$ cat src/rtl/tt_opseq_pkg.sv
// Shared types and constants for the operand sequencer tile.
package tt_opseq_pkg;

   localparam int unsigned W_OPND = 4;
   localparam int unsigned W_RES  = 5;

   localparam logic OP_ADD = 1'b0;
   localparam logic OP_SUB = 1'b1;

   typedef enum logic [1:0] {
      LOAD_A = 2'b00,
      LOAD_B = 2'b01,
      DONE   = 2'b10
   } opseq_state_e;

endpackage

$ cat src/rtl/tt_opseq_alu4.sv
// 4-bit add/subtract core: y = a + (b ^ {4{sub}}) + sub, y[4] is carry out
// (for subtract, carry out 1 means no borrow).
module tt_opseq_alu4
   import tt_opseq_pkg::*;
(
   input  logic [W_OPND-1:0] a_i,
   input  logic [W_OPND-1:0] b_i,
   input  logic              sub_i,
   output logic [W_RES-1:0]  y_o
);

   // Two's-complement add of the optionally inverted b operand.
   always_comb begin
      y_o = {1'b0, a_i} + {1'b0, b_i ^ {W_OPND{sub_i}}} + {{(W_RES-1){1'b0}}, sub_i};
   end

endmodule

$ cat src/rtl/tt_operand_sequencer.sv
// Operand sequencer tile: synchronises a slow load strobe, collects two
// nibbles over a shared bus and registers the add/subtract result.
// Optional macro TT_OPSEQ_CHAIN_EN: loads in DONE accumulate onto the
// previous result instead of starting a fresh operand pair.
module tt_operand_sequencer
   import tt_opseq_pkg::*;
#(
   parameter int unsigned SYNC_STAGES = 2  // minimum 2
) (
   input  logic [7:0] io_in,
   output logic [7:0] io_out
);

   logic                    clk;
   logic                    rst;
   logic [W_OPND-1:0]       d;

   logic [SYNC_STAGES-1:0]  stb_sync_q;
   logic [SYNC_STAGES-1:0]  op_sync_q;
   logic                    stb_hist_q;
   logic                    ld;
   logic                    op_s;

   opseq_state_e            state_q;
   logic [W_OPND-1:0]       a_q;
   logic [W_OPND-1:0]       b_q;
   logic                    opr_q;
   logic [W_RES-1:0]        res_q;
   logic                    valid_q;

   logic [W_OPND-1:0]       alu_a;
   logic [W_OPND-1:0]       alu_b;
   logic                    alu_sub;
   logic [W_RES-1:0]        alu_y;

   assign clk = io_in[0];
   assign rst = io_in[1];
   assign d   = io_in[5:2];

   // Synchronise strobe and op pins; history flop feeds the rise detector.
   always_ff @(posedge clk or posedge rst) begin
      if (rst) begin
         stb_sync_q <= '0;
         op_sync_q  <= '0;
         stb_hist_q <= 1'b0;
      end else begin
         stb_sync_q <= {stb_sync_q[SYNC_STAGES-2:0], io_in[6]};
         op_sync_q  <= {op_sync_q[SYNC_STAGES-2:0], io_in[7]};
         stb_hist_q <= stb_sync_q[SYNC_STAGES-1];
      end
   end

   assign ld   = stb_sync_q[SYNC_STAGES-1] & ~stb_hist_q;
   assign op_s = op_sync_q[SYNC_STAGES-1];

   // ALU operands: the incoming nibble/op while loading, else the held operands.
   always_comb begin
      alu_a   = a_q;
      alu_b   = b_q;
      alu_sub = opr_q;
      if (ld) begin
         alu_b   = d;
         alu_sub = (op_s == OP_SUB);
`ifdef TT_OPSEQ_CHAIN_EN
         if (state_q == DONE) begin
            alu_a = res_q[W_OPND-1:0];
         end
`endif
      end
   end

   tt_opseq_alu4 u_alu (
      .a_i   (alu_a),
      .b_i   (alu_b),
      .sub_i (alu_sub),
      .y_o   (alu_y)
   );

   // Sequencing FSM with operand and output registers.
   always_ff @(posedge clk or posedge rst) begin
      if (rst) begin
         state_q <= LOAD_A;
         a_q     <= '0;
         b_q     <= '0;
         opr_q   <= OP_ADD;
         res_q   <= '0;
         valid_q <= 1'b0;
      end else begin
         case (state_q)
            LOAD_A: begin
               if (ld) begin
                  a_q     <= d;
                  valid_q <= 1'b0;
                  state_q <= LOAD_B;
               end
            end
            LOAD_B: begin
               if (ld) begin
                  b_q     <= d;
                  opr_q   <= op_s;
                  res_q   <= alu_y;
                  valid_q <= 1'b1;
                  state_q <= DONE;
               end
            end
            DONE: begin
               if (ld) begin
`ifdef TT_OPSEQ_CHAIN_EN
                  a_q     <= res_q[W_OPND-1:0];
                  b_q     <= d;
                  opr_q   <= op_s;
                  res_q   <= alu_y;
                  valid_q <= 1'b1;
                  state_q <= DONE;
`else
                  a_q     <= d;
                  valid_q <= 1'b0;
                  state_q <= LOAD_B;
`endif
               end
            end
            default: state_q <= LOAD_A;
         endcase
      end
   end

   assign io_out = {state_q, valid_q, res_q};

endmodule

$ cat config.mk
export PLATFORM = sky130hd
export DESIGN_NAME = tt_operand_sequencer
export DESIGN_NICKNAME = d
export VERILOG_FILES = /design/src/rtl/tt_opseq_pkg.sv /design/src/rtl/tt_opseq_alu4.sv /design/src/rtl/tt_operand_sequencer.sv
export SDC_FILE = /design/constraint.sdc
export NUM_CORES = 1
export LEC_CHECK = 0
export BUFFER_PORTS_ARGS = -buffer_cell sky130_fd_sc_hd__buf_2
export CAP_MARGIN = 10
export CORE_AREA = 5 5 66 68
export DETAILED_ROUTE_END_ITERATION = 16
export DIE_AREA = 0 0 71 73
export PLACE_DENSITY_LB_ADDON = 0.15
export SYNTH_ARGS = -nofsm -noshare
export SYNTH_HDL_FRONTEND = slang
export SYNTH_SLANG_ARGS = --single-unit
$ cat constraint.sdc
create_clock -name io_in -period 2.5 [get_ports io_in]
set_input_delay 0.5 -clock io_in [delete_from_list [all_inputs] [get_ports io_in]]
set_output_delay 0.5 -clock io_in [all_outputs]
set_load 0.01 [all_outputs]
==> flow_summary.ini <==
[run_status]
status = finished with violations
violations = hold timing, setup timing

[logic_synthesis]
synthArstFlopShare = 1.000
yosysSeqAreaShare = 0.5201
syn_inst = 104
synthSimpleGateAreaFrac = 0.1797
synthAdderAreaFrac = 0.05437
syn_area_per_cell_um2 = 10.18
muxShareOfSynthArea = 0.06147
ys_ff_latch = 22
yosysUniqueCellTypes = 27
syn-cell-area_um2 = 1059
synth-main-ff-cell = dfrtp_1
syn_nets = 116
synth-compound-area-share = 0.07801
yosysWarnings = 0
synth_top_family_by_area = simple AND/OR/NAND/NOR gates
synth_edf_count = 0
synth_xor_area_frac = 0.06619

[worst_setup_path]
critPathLaunchType = clock port
cp_data_arrival_time_ps = 2830
rr_startpoint = stb_sync_q[1]
worst-r2r-setup-slack_ps = 140
cp_slowest_stage_delay_ps = 490
worst_ep_required_time_ps = 2710
crit_fanout = 5
cp_cell_sequence = clkbuf_8 -> clkbuf_8 -> xor2_1 -> nand2_1 -> o21ai_0 -> ha_1 -> o41a_1 -> nand3_2
path_class = clock port to flip-flop
cp-end-kind = flip-flop
cp_top_family = compound AO/OA/AOI/OAI gates
rr_worst_depth = 10
cpMaxStageDelayCell = o41a_1
path_buf_inv = 2
cpMostUsedCell = clkbuf_8
rr_endpoint = res_q[4]

[global_routing]
grt-ovfl-total = 0
grt_usage = 0.1837
antenna_found_initial = 0
grt_max_degree = 14
grt_pass1_vias = 1741
grt_pass1_wl_um = 6872

[min_path]
hold_path_class = clock port to flip-flop
min_from = io_in[6]
holdPathEnd = stb_sync_q[0]
min_path_cells = 0

[power_and_ir_drop]
p_leak_uw = 0.0009124
ir_drop_v = 0.0005155
p_switching_uw = 1344
power_density_nw_per_um2 = 1803
power_frac_comb = 0
switching_share = 0.3920
power_frac_seq = 0.111
clockPowerShare = 0.889
p_int_uw = 2084

[floorplan]
io_pins = 16
initial_utilization = 0.2787
die_x_um = 71
core_area_um2 = 3799
dieArea_um2 = 5183
fp.dieH_um = 73
rows = 23

[sta]
tightest_slew_ps = 523.4
setup_viol = 3
rsz0062_at_grt = true
fin_skew_ps = 6.315
slew_viol_final = 0
holdWs_ps = -247.9
relSlewSlack = 0.6498
fin_ws_ps = -124.9
hold_viol = 3

[detailed_routing]
ant_nets = 0
dr.pass1.iters = 4
drc_errors = 0
vias = 1076
drt_iter0_drc = 208
wirelength_um = 3453
vias_per_cell = 4.719
wl_per_cell_um = 15.14

[cells_and_area]
fin_nets = 180
diodes = 0
final_cell_mix = nand2_1 (26), inv_1 (22), dfrtp_1 (22), clkbuf_8 (21), buf_4 (10)
layout_commonest_cell = nand2_1
final_area_um2 = 1901
fin_cells = 228
area.growth.synth_to_final_pct = 79.55
drive_gt1_frac = 0.4326
final_core_util = 0.5003

[clocking]
clkTransAtPathRegs_ps = 90
clk-insertion-delay-late_ps = 270
holdBufCountCts = 0
cts_tree = done

[place]
io_buffers = 8
dpl_worst_slack_ps = 14.66
placed_area_um2 = 1134
place.gp.congestion = 0.7596
dp_cells = 157
hpwl_um = 1505

[job]
maxCapViolCount = 0
==> per-stage QoR <==
stage          TNS (ps)  total power (uW)
6_report         -327.7              3428
5_1_grt          -485.1              3802
4_1_cts          -522.0              3336
3_5_place_dp          0             857.5
3_3_place_gp          0             857.5
2_1_floorplan         0             857.5
==> power groups by stage <==
stage               sequential (uW)  clock, uW  combinational, uW
floorplan                       390        467          0.0000410
global placement                390        467          0.0000715
detailed placement              390        467          0.0000715
CTS                             379       2960          0.0000715
global route                    379       3420          0.0000715
finish                          379       3050          0.0000715
==> area by class of cell <==
| cell class | count | area [um2] |
|---|---|---|
| Tap cell | 50 | 62.56 |
| Sequential cell | 22 | 550.5 |
| Timing Repair Buffer | 9 | 47.55 |
| Clock inverter | 30 | 151.4 |
| Clock buffer | 43 | 488.0 |
| Multi-Input combinational cell | 74 | 600.6 |
| Fill cell | 351 | 1898 |
==> per-layer routing <==
metal / track usage / part of all wire / vias up
met5: 0.05051 / 0 / -
met2: 0.1462 / 0.44 / 93
met3: 0.2314 / 0.14 / 33
met1: 0.1359 / 0.34 / 474
li1: - / - / 476
met4: 0.3319 / 0.078 / 0
==> logic make-up (layout without fill, tap and decap cells) <==
logic type | Yosys count | after routing
AO/OA/AOI/OAI | 14 | 14
multiplexers | 6 | 6
buffers and inverters | 8 | 82
XOR/XNOR | 8 | 8
adder cells (fa/ha/maj) | 4 | 4
flip-flops | 22 | 22
AND/OR/NAND/NOR | 42 | 42
==> how the worst max path moves through the flow <==
stage	to	start	slack (ps)	cells past startpoint
6_report	res_q[3]	io_in[5]	-120	8
5_1_grt	res_q[4]	io_in[2]	-170	12
2_1_floorplan	res_q[4]	io_in[3]	30	7
3_3_place_gp	res_q[4]	io_in[3]	20	7
3_5_place_dp	res_q[4]	io_in[3]	10	7
4_1_cts	res_q[4]	io_in[2]	-220	12
==> Yosys cell counts, types with 2 or more instances <==
cell	number	area, um2
nand2b_4	2	27.53
nor2_1	7	26.28
mux2i_1	2	20.02
o21ai_0	7	35.03
ha_1	3	37.54
dfrtp_1	22	550.5
xnor2_1	5	43.79
inv_1	2	7.510
nand2_1	27	101.4
xor2_1	3	26.28
clkbuf_1	3	11.26
a21oi_1	2	10.01
mux2_2	4	45.04
nand3_1	2	10.01
==> state kept, by name, summed over array words and instances (netlist names) <==
| register | cells |
|---|---|
| state_q | 2 |
| stb_sync_q | 2 |
| stb_hist_q | 1 |
| b_q | 4 |
| op_sync_q | 2 |
| a_q | 4 |
| opr_q | 1 |
| valid_q | 1 |
| res_q | 5 |
==> what timing repair did <==
item	4_1_cts	5_1_grt
gates resized for setup	25	16
buffers inserted	10	1
endpoints found under the setup margin	9	4
pin swaps	10	10
(Power assumes the default switching activity.)
